<file path="config.mk">
export PLATFORM = sky130hd
export DESIGN_NAME = oam_dma_ctrl_flat
export DESIGN_NICKNAME = d
export VERILOG_FILES = /design/src/rtl/oam_dma_if.sv /design/src/rtl/oam_dma_ctrl.sv /design/src/flat_wrapper.sv
export SDC_FILE = /design/constraint.sdc
export NUM_CORES = 1
export LEC_CHECK = 0
export BUFFER_PORTS_ARGS = -buffer_cell sky130_fd_sc_hd__buf_4
export CAP_MARGIN = 15
export CORE_MARGIN = 1
export CORE_UTILIZATION = 30
export CTS_BUF_LIST = sky130_fd_sc_hd__clkbuf_8
export CTS_CLUSTER_SIZE = 28
export DETAILED_ROUTE_END_ITERATION = 10
export GPL_TIMING_DRIVEN = 0
export SLEW_MARGIN = 20
export SYNTH_ARGS = -nofsm -noshare
export SYNTH_HDL_FRONTEND = slang
export SYNTH_SLANG_ARGS = --single-unit
export TNS_END_PERCENT = 30
</file>
<file path="constraint.sdc">
create_clock -name Clk -period 1.8 [get_ports Clk]
set_input_delay 0.27 -clock Clk [delete_from_list [all_inputs] [get_ports Clk]]
set_output_delay 0.27 -clock Clk [all_outputs]
set_load 0.01 [all_outputs]
</file>
<file path="src/rtl/oam_dma_if.sv">
// Port bundle between the sprite DMA sequencer and the CPU, RAM and OAM.
// master = sequencer side, slave = surrounding system side.
interface oam_dma_if;
  logic [10:0] cpu_addr;
  logic        cpu_we_n;
  logic [7:0]  cpu_wdata;
  logic        cpu_odd;
  logic        reg_wr;
  logic [7:0]  reg_data;
  logic [7:0]  oam_base;
  logic [10:0] ram_addr;
  logic        ram_we_n;
  logic [7:0]  ram_wdata;
  logic [7:0]  ram_rdata;
  logic        cpu_stall;
  logic [7:0]  oam_addr;
  logic [7:0]  oam_wdata;
  logic        oam_we;
  logic        dma_done;
  logic        dma_err;

  modport master (
    input  cpu_addr, cpu_we_n, cpu_wdata, cpu_odd,
    input  reg_wr, reg_data, oam_base, ram_rdata,
    output ram_addr, ram_we_n, ram_wdata, cpu_stall,
    output oam_addr, oam_wdata, oam_we, dma_done, dma_err
  );

  modport slave (
    output cpu_addr, cpu_we_n, cpu_wdata, cpu_odd,
    output reg_wr, reg_data, oam_base, ram_rdata,
    input  ram_addr, ram_we_n, ram_wdata, cpu_stall,
    input  oam_addr, oam_wdata, oam_we, dma_done, dma_err
  );
endinterface

</file>
<file path="src/rtl/oam_dma_ctrl.sv">
// $4014 sprite DMA: halts the CPU and copies one 256-byte RAM page to OAM.
// The CPU owns the RAM port whenever the sequencer is idle.
module oam_dma_ctrl (
  input  logic       Clk,
  input  logic       Reset,
  oam_dma_if.master  bus
);

  typedef enum logic [2:0] {
    S_IDLE, S_HALT, S_ALIGN, S_READ, S_WRITE
  } state_t;

  state_t      state_q;
  logic [2:0]  page_q;
  logic [7:0]  idx_q;
  logic [7:0]  idx_d;
  logic [7:0]  base_q;
  logic        odd_q;
  logic        stall_q;
  logic        we_q;
  logic [7:0]  oaddr_q;
  logic        done_q;
  logic        err_q;
  logic        in_idle;
  logic        bad_page;
  logic        unused_bits;

  assign idx_d    = idx_q + 8'd1;
  assign in_idle  = (state_q == S_IDLE);
  assign bad_page = |bus.reg_data[7:5];

  // Pages $00-$1F alias onto the 2 KB RAM, so bits 4:3 are ignored.
  assign unused_bits = &{1'b0, bus.reg_data[4:3]};

  // Sequencer: start/reject decode, byte loop and registered strobes.
  always_ff @(posedge Clk or posedge Reset) begin
    if (Reset) begin
      state_q <= S_IDLE;
      page_q  <= '0;
      idx_q   <= '0;
      base_q  <= '0;
      odd_q   <= 1'b0;
      stall_q <= 1'b0;
      we_q    <= 1'b0;
      oaddr_q <= '0;
      done_q  <= 1'b0;
      err_q   <= 1'b0;
    end else begin
      we_q    <= 1'b0;
      oaddr_q <= '0;
      done_q  <= 1'b0;
      err_q   <= 1'b0;
      unique case (state_q)
        S_IDLE: begin
          if (bus.reg_wr) begin
            if (!bad_page) begin
              page_q  <= bus.reg_data[2:0];
              base_q  <= bus.oam_base;
              odd_q   <= bus.cpu_odd;
              idx_q   <= '0;
              stall_q <= 1'b1;
              state_q <= S_HALT;
            end else begin
              err_q <= 1'b1;
            end
          end
        end
        S_HALT: begin
          state_q <= odd_q ? S_ALIGN : S_READ;
        end
        S_ALIGN: begin
          state_q <= S_READ;
        end
        S_READ: begin
          we_q    <= 1'b1;
          oaddr_q <= base_q + idx_q;
          done_q  <= (idx_q == 8'hFF);
          state_q <= S_WRITE;
        end
        S_WRITE: begin
          if (idx_q == 8'hFF) begin
            stall_q <= 1'b0;
            state_q <= S_IDLE;
          end else begin
            idx_q   <= idx_d;
            state_q <= S_READ;
          end
        end
        default: begin
          state_q <= S_IDLE;
        end
      endcase
    end
  end

  // RAM port mux: CPU pass-through when idle, page/idx during the copy.
  // Address is held through WRITE so the falling-edge refresh returns
  // the same byte that READ fetched.
  assign bus.ram_addr  = in_idle ? bus.cpu_addr : {page_q, idx_q};
  assign bus.ram_we_n  = in_idle ? bus.cpu_we_n : 1'b1;
  assign bus.ram_wdata = bus.cpu_wdata;

  assign bus.cpu_stall = stall_q;
  assign bus.oam_we    = we_q;
  assign bus.oam_addr  = oaddr_q;
  assign bus.oam_wdata = we_q ? bus.ram_rdata : 8'h00;
  assign bus.dma_done  = done_q;
  assign bus.dma_err   = err_q;

endmodule

</file>
<file path="src/flat_wrapper.sv">
// flat-port wrapper written by rule: the top's interface ports become plain ports
module oam_dma_ctrl_flat 
  (Clk, Reset, bus_cpu_addr, bus_cpu_we_n, bus_cpu_wdata, bus_cpu_odd, bus_reg_wr, bus_reg_data, bus_oam_base, bus_ram_rdata, bus_ram_addr, bus_ram_we_n, bus_ram_wdata, bus_cpu_stall, bus_oam_addr, bus_oam_wdata, bus_oam_we, bus_dma_done, bus_dma_err);
  oam_dma_if bus_i ();
  input  logic Clk;
  input  logic Reset;
  input wire logic [$bits(bus_i.cpu_addr)-1:0] bus_cpu_addr;
  input wire logic [$bits(bus_i.cpu_we_n)-1:0] bus_cpu_we_n;
  input wire logic [$bits(bus_i.cpu_wdata)-1:0] bus_cpu_wdata;
  input wire logic [$bits(bus_i.cpu_odd)-1:0] bus_cpu_odd;
  input wire logic [$bits(bus_i.reg_wr)-1:0] bus_reg_wr;
  input wire logic [$bits(bus_i.reg_data)-1:0] bus_reg_data;
  input wire logic [$bits(bus_i.oam_base)-1:0] bus_oam_base;
  input wire logic [$bits(bus_i.ram_rdata)-1:0] bus_ram_rdata;
  output wire logic [$bits(bus_i.ram_addr)-1:0] bus_ram_addr;
  output wire logic [$bits(bus_i.ram_we_n)-1:0] bus_ram_we_n;
  output wire logic [$bits(bus_i.ram_wdata)-1:0] bus_ram_wdata;
  output wire logic [$bits(bus_i.cpu_stall)-1:0] bus_cpu_stall;
  output wire logic [$bits(bus_i.oam_addr)-1:0] bus_oam_addr;
  output wire logic [$bits(bus_i.oam_wdata)-1:0] bus_oam_wdata;
  output wire logic [$bits(bus_i.oam_we)-1:0] bus_oam_we;
  output wire logic [$bits(bus_i.dma_done)-1:0] bus_dma_done;
  output wire logic [$bits(bus_i.dma_err)-1:0] bus_dma_err;
  assign bus_i.cpu_addr = bus_cpu_addr;
  assign bus_i.cpu_we_n = bus_cpu_we_n;
  assign bus_i.cpu_wdata = bus_cpu_wdata;
  assign bus_i.cpu_odd = bus_cpu_odd;
  assign bus_i.reg_wr = bus_reg_wr;
  assign bus_i.reg_data = bus_reg_data;
  assign bus_i.oam_base = bus_oam_base;
  assign bus_i.ram_rdata = bus_ram_rdata;
  assign bus_ram_addr = bus_i.ram_addr;
  assign bus_ram_we_n = bus_i.ram_we_n;
  assign bus_ram_wdata = bus_i.ram_wdata;
  assign bus_cpu_stall = bus_i.cpu_stall;
  assign bus_oam_addr = bus_i.oam_addr;
  assign bus_oam_wdata = bus_i.oam_wdata;
  assign bus_oam_we = bus_i.oam_we;
  assign bus_dma_done = bus_i.dma_done;
  assign bus_dma_err = bus_i.dma_err;
  oam_dma_ctrl u_core (.Clk(Clk), .Reset(Reset), .bus(bus_i));
endmodule
</file>
==> results of run 1 <==
critical path: stages, from the launching register on:
cell and delay, ns:
dfrtp_2 0.44, nor3_4 0.27, buf_6 0.19, mux2_4 0.31, buf_6 0.12
metal layers:
layer,vias to the layer above,GRT usage [%],share of wire [%]
met1,868,19.6,43
met2,68,24.8,48
met5,-,0,0
met4,0,5.86,1.4
li1,900,-,-
met3,7,3.96,6.9
registers in the layout (all words and copies together) (netlist names):
name                  cells
u_core.base_q             8
u_core.bus.oam_addr       8
u_core.idx_q              8
u_core.page_q             3
u_core.state_q            3
u_core.bus.cpu_stall      1
u_core.bus.dma_done       1
u_core.bus.dma_err        1
u_core.bus.oam_we         1
u_core.odd_q              1
timing repair:
item	in CTS	in global routing
setup buffers	4	4
resized for setup	28	18
cloned	1	0
pin swaps	1	2
endpoints found under the setup margin	15	33
cell type report:
| class | count | area share, % |
|---|---|---|
| tap | 77 | 3.27 |
| buffer | 15 | 4.12 |
| clock buffer | 5 | 2.33 |
| inverter | 6 | 0.764 |
| sequential | 35 | 29.9 |
| timing repair buffer | 86 | 23.8 |
| multi-input combinational | 156 | 35.7 |
| clock inverter | 1 | 0.127 |
power breakdown:
group          total (mW)  switching, mW  internal [mW]
Combinational        2.69           1.20           1.49
Clock               0.526          0.273          0.252
Sequential           1.42          0.298           1.12
cell usage after synthesis (all sizes together) (2+ instances only):
cell type	count
a211oi	2
mux2	11
nor3b	3
o31ai	2
nand3	20
nand2	50
and2	10
a21oi	6
dfrtp	35
nor2	8
xnor2	5
buf	15
nor3	3
inv	6
o21ai	8
o211ai	2
ha	8
or3	4
per-stage QoR:
stage	hold WS, ns	setup WS (ns)
2_1_floorplan	0.375	0.153
3_3_place_gp	0.459	-0.175
3_5_place_dp	0.451	-0.208
4_1_cts	0.136	-0.145
5_1_grt	0.162	-0.165
6_report	0.0973	-0.0938
cells by family (layout without fill, tap and decap cells):
kind of cell,Yosys count,after routing
muxes,12,12
AOI/OAI and AO/OA,27,27
and+or+nand+nor,103,103
adders and majority gates,9,9
xor gates and xnor gates,5,5
DFF,35,35
buffers and inverters,22,113
path summary, 6_finish.rpt:
| kind | from | end | slack (ns) |
|---|---|---|---|
| worst max-delay path | u_core.state_q[2]$_DFFE_PP0P_ | bus_ram_addr[4] | -0.09 |
| worst min-delay path | Reset | u_core.base_q[0]$_DFFE_PP0P_ | 0.1 |
| worst max register to register | u_core.idx_q[2]$_DFFE_PP0P_ | u_core.bus.oam_addr[7]$_DFF_PP0_ | 0.01 |
| worst min register to register | u_core.odd_q$_DFFE_PP0P_ | u_core.odd_q$_DFFE_PP0P_ | 0.48 |
| max in group asynchronous | Reset | u_core.idx_q[0]$_DFFE_PP0P_ | 1.20 |
| min in group Clk | bus_oam_base[0] | u_core.base_q[0]$_DFFE_PP0P_ | 0.16 |
==> metrics.md, run 1 <==
| Metric | Value |
|---|---|
| Hold_buf cts | `0` |
| Worst Clk Skew | `0.00755 ns` |
| Synth Area in Simple Gates | `26.0%` |
| Clk_lat worst skew | `0.29 ns` |
| Placed cell count | `367` |
| Synthesized area | `1990 µm²` |
| Adder-cell area share of the yosys netlist | `6.02%` |
| H-tree levels | `2` |
| Syn Nets | `270` |
| Share of layout cells above drive strength 1 | `44.1%` |
| Post-Layout Cell Count | `381` |
| Pleak | `1.49 nW` |
| I/O Pins | `88` |
| Sequential fraction of the synthesis area | `43.9%` |
| Gr usage total | `15.3%` |
| First-pass GRT wire length | `8470 µm` |
| Area occupied by registers | `881 µm²` |
| Initial DRC count | `130` |
| Commonest non-fill, non-tap cell in the layout | `buf_4` |
| Count of unique library cells instantiated by Yosys | `40` |
| CP endpoint kind | `output port` |
| Startpoint types | `flop` |
| Worst r2r path cells | `5` |
| Routed length per instance | `13.1 µm` |
| Post-route setup slack | `-0.0938 ns` |
| HPWL after detailed placement | `3600 µm` |
| # rows | `29` |
| Max IR drop VDD | `0.746 mV` |
| Synth warn | `0` |
| Synth area leader | `dfrtp_1` |
| Nets | `362` |
| Post-synthesis xor/xnor area fraction | `2.20%` |
| Commonest cells after routing, fill and taps aside | `79 x buf_4, 49 x nand2_1, 31 x dfrtp_1` |
| Clock tree buffer depth | `2` |
| Die Wd | `83.5 µm` |
| Tmin final | `1.89 ns` |
| Die Height | `83.5 µm` |
| Cell Area, Placed | `2670 µm²` |
| TritonCTS clock tree | `yes` |
| Pin count of the biggest net entering global routing | `36` |
| Synthesized flop and latch total | `35` |
| Vias in the first global route | `1719` |
| Reg clk slew, reported paths | `0.07 ns` |
| Max FO, Critical Path | `5` |
| Layout fillers | `604` |
| Max-slew headroom | `52.3%` |
| Final design utilization | `46.2%` |
| Final Cycle Share | `105%` |
| Fmax | `528 MHz` |
| Post-synthesis mux area share | `6.71%` |
| Ys async rst share | `100%` |
| IO Port Bufs | `77` |
| Synth top area share | `43.9%` |
| WL final | `5000 µm` |
| Multi-input logic area | `1050 µm²` |
| Overflow after GRT | `0` |
| Residual DRC | `0` |
| Worst Path Class, Setup | `flop to output port` |
| Clk sinks | `35` |
| Failing checks | `setup timing` |
| CTS buffer count | `5` |
| Status | `finished with violations` |
| TritonRoute pass-1 iters | `4` |
| Power per cell area | `1570 nW/µm²` |
| Arrival time worst endpoint | `1.62 ns` |
| Largest family of logic cells by synthesized area | `simple AND/OR/NAND/NOR gates` |
| ANT nets after route | `0` |
| Hold Path Class | `primary input to asynchronous set/reset pin` |
| Final setup viols | `11` |
| Setup TNS | `-0.839 ns` |
| Core region area | `6390 µm²` |
| Area growth from synthesis to layout | `47.9%` |
| Starting density of the core | `31.2%` |
| Final instance area | `2950 µm²` |
| Slew Limit Fails | `0` |
| Area contributors post-synth | `dfrtp_1 44%, nand2_1 9.2%, mux2_2 6.2%, ha_1 5.0%, nand3_1 4.5%` |
| Synth Flop Type | `dfrtp_1` |
| Mapped Cells | `213` |
| Number of synthesized flops with an enable pin | `0` |
| Ant diodes | `0` |
| Max Cap Viol | `0` |
| Total number of vias | `1843` |
| Compound-Gate Fraction of Synth Area | `8.53%` |
| CTS Root Cell | `clkbuf_8` |
| Die area | `6980 µm²` |
| Fin. Hold Viols | `0` |
| Routability cong. | `0.781` |
| Initial antenna violation count | `0` |
| Via-to-Cell Ratio | `4.84` |
| WP data required | `1.53 ns` |
| Actual slew at the worst max-slew pin | `0.714 ns` |
| Avg Cell Area, Syn | `9.36 µm²` |
| RSZ-0062 raised after global routing | `true` |
| Total power | `4.63 mW` |
Note: power is estimated with default switching activity, not from simulation.
==> inputs of run 2 (changes only) <==
--- a/config.mk
+++ b/config.mk
@@ -14,4 +14,5 @@
 export DETAILED_ROUTE_END_ITERATION = 10
 export GPL_TIMING_DRIVEN = 0
+export RECOVER_POWER = 100
 export SLEW_MARGIN = 20
 export SYNTH_ARGS = -nofsm -noshare
==> constraint.sdc (replaced) <==
create_clock -name Clk -period 1.8 [get_ports Clk]
set_input_delay 0.09 -clock Clk [delete_from_list [all_inputs] [get_ports Clk]]
set_output_delay 0.09 -clock Clk [all_outputs]
set_load 0.01 [all_outputs]
==> run 2 against run 1 <==
The flow now finishes without violations. Clock-buffer cell count did not move. Hold slack got worse by 0.061 ns. Clock skew barely moved. Maximum frequency rose by 6.1%. Global-route usage did not move. Core utilization barely moved. Critical path depth rose by 1. Clock power fell by 0.8%. First-iteration DRC count fell by 4.6%. Critical endpoint is now bus_ram_addr[10]. Largest power group unchanged. Highest routed layer unchanged.
==> metrics.md, run 2 (synthesized netlist as in run 1, its figures left out) <==
| Metric | Value |
|---|---|
| WP data required | `1.71 ns` |
| Commonest non-fill, non-tap cell in the layout | `buf_4` |
| Routability cong. | `0.781` |
| Final setup viols | `0` |
| Starting density of the core | `31.2%` |
| Clk sinks | `35` |
| Hold Path Class | `primary input to flop` |
| Area growth from synthesis to layout | `48.0%` |
| Overflow after GRT | `0` |
| Core region area | `6390 µm²` |
| I/O Pins | `88` |
| Final Cycle Share | `99.2%` |
| Setup TNS | `0 ns` |
| Pin count of the biggest net entering global routing | `36` |
| Die area | `6980 µm²` |
| Worst Path Class, Setup | `flop to output port` |
| ANT nets after route | `0` |
| Residual DRC | `0` |
| Ant diodes | `0` |
| Startpoint types | `flop` |
| Actual slew at the worst max-slew pin | `0.712 ns` |
| Layout fillers | `624` |
| Final design utilization | `46.2%` |
| Commonest cells after routing, fill and taps aside | `56 x buf_4, 49 x nand2_1, 30 x dfrtp_1` |
| CTS Root Cell | `clkbuf_8` |
| Pre-CTS setup slack | `-0.0728 ns` |
| CP endpoint kind | `output port` |
| Initial antenna violation count | `0` |
| Total power | `4.48 mW` |
| Grt met1 use | `19.4%` |
| Slew Limit Fails | `0` |
| Clock tree buffer depth | `2` |
| WL final | `5230 µm` |
| Met3 usage | `3.66%` |
| Total number of vias | `1878` |
| Max FO, Critical Path | `5` |
| Multi-input logic area | `1040 µm²` |
| Gr usage total | `15.3%` |
| Fmax | `560 MHz` |
| Fin. Hold Viols | `0` |
| Reg clk slew, reported paths | `0.07 ns` |
| Die Wd | `83.5 µm` |
| First-pass GRT wire length | `8500 µm` |
| Hold slack | `0.0363 ns` |
| Die Height | `83.5 µm` |
| Max-slew headroom | `52.5%` |
| # rows | `29` |
| RSZ-0062 raised after global routing | `true` |
| HPWL after detailed placement | `3600 µm` |
| Nets | `375` |
| CTS buffer count | `5` |
| Pleak | `1.41 nW` |
| Tmin final | `1.78 ns` |
| Area occupied by registers | `882 µm²` |
| GR peak layer | `met2` |
| Status | `finished clean` |
| Initial DRC count | `124` |
| Via-to-Cell Ratio | `4.77` |
| Max IR drop VDD | `0.685 mV` |
| H-tree levels | `2` |
| Arrival time worst endpoint | `1.69 ns` |
| Clk_lat worst skew | `0.29 ns` |
| TritonCTS clock tree | `yes` |
| TritonRoute pass-1 iters | `4` |
| Vias in the first global route | `1752` |
| Routed length per instance | `13.3 µm` |
| Worst Clk Skew | `0.00731 ns` |
| Share of layout cells above drive strength 1 | `34.7%` |
| Power per cell area | `1520 nW/µm²` |
| M2 GR Usage | `25.3%` |
| Post-route setup slack | `0.0152 ns` |
| Max Cap Viol | `0` |
| IO Port Bufs | `77` |
-- run 2: cell types whose count changed in the layout (fill, tap and decap cells not counted), sizes merged --
cell and delta:
buf -27, clkbuf +27, dlygate4sd3 +13
-- run 2: final timing paths --
kind / cells after the start / to / slack, ns / start
worst max-delay path: 5 / bus_ram_addr[10] / 0.02 / u_core.state_q[0]$_DFFE_PP0P_
worst min-delay path: 3 / u_core.bus.dma_err$_DFF_PP0_ / 0.04 / bus_reg_wr
worst max register to register: 5 / u_core.bus.oam_addr[7]$_DFF_PP0_ / 0.08 / u_core.idx_q[2]$_DFFE_PP0P_
worst min register to register: 2 / u_core.odd_q$_DFFE_PP0P_ / 0.48 / u_core.odd_q$_DFFE_PP0P_
max in group asynchronous: 3 / u_core.idx_q[6]$_DFFE_PP0P_ / 0.81 / Reset
min in group asynchronous: 3 / u_core.base_q[0]$_DFFE_PP0P_ / 0.48 / Reset
-- run 2: cell type report --
type,instances,area share [%]
sequential,35,29.9
multi-input combinational,156,35.4
clock inverter,1,0.127
tap,77,3.26
clock buffer,5,2.33
timing repair buffer,98,24.1
inverter,6,0.763
buffer,16,4.15
-- run 2: stage by stage --
step / std cells / instance area (µm²)
after floorplan: 213 / 1990
after global placement: 367 / 2670
after detailed placement: 367 / 2670
after CTS: 387 / 2900
after global routing: 394 / 2950
final: 394 / 2950
-- run 2: report_power, final --
group	internal, mW	switching [mW]	total [mW]
Combinational	1.35	1.20	2.55
Sequential	1.12	0.290	1.41
Clock	0.252	0.270	0.522
Total	2.72	1.76	4.48
-- run 2: routing by layer --
layer	share of wire (%)	wire, µm
met1	43	2250
met2	49	2560
met3	6.9	362
met4	0.98	51
met5	0	0
-- run 2: worst max-delay path, cell delays in order, from the launching register on --
cell and delay [ns]:
dfrtp_1 0.37, buf_6 0.13, nor3_4 0.27, buf_6 0.17, mux2_2 0.33, buf_4 0.14
-- run 2: what timing repair did --
| action | CTS | global route |
|---|---|---|
| hold buffers | 13 | 0 |
| pin swaps | 1 | 3 |
| endpoints found under the hold margin | 47 | 0 |
| setup buffers | 1 | 6 |
| cloned | 0 | 1 |
| endpoints found under the setup margin | 12 | 22 |
| resized for setup | 9 | 31 |
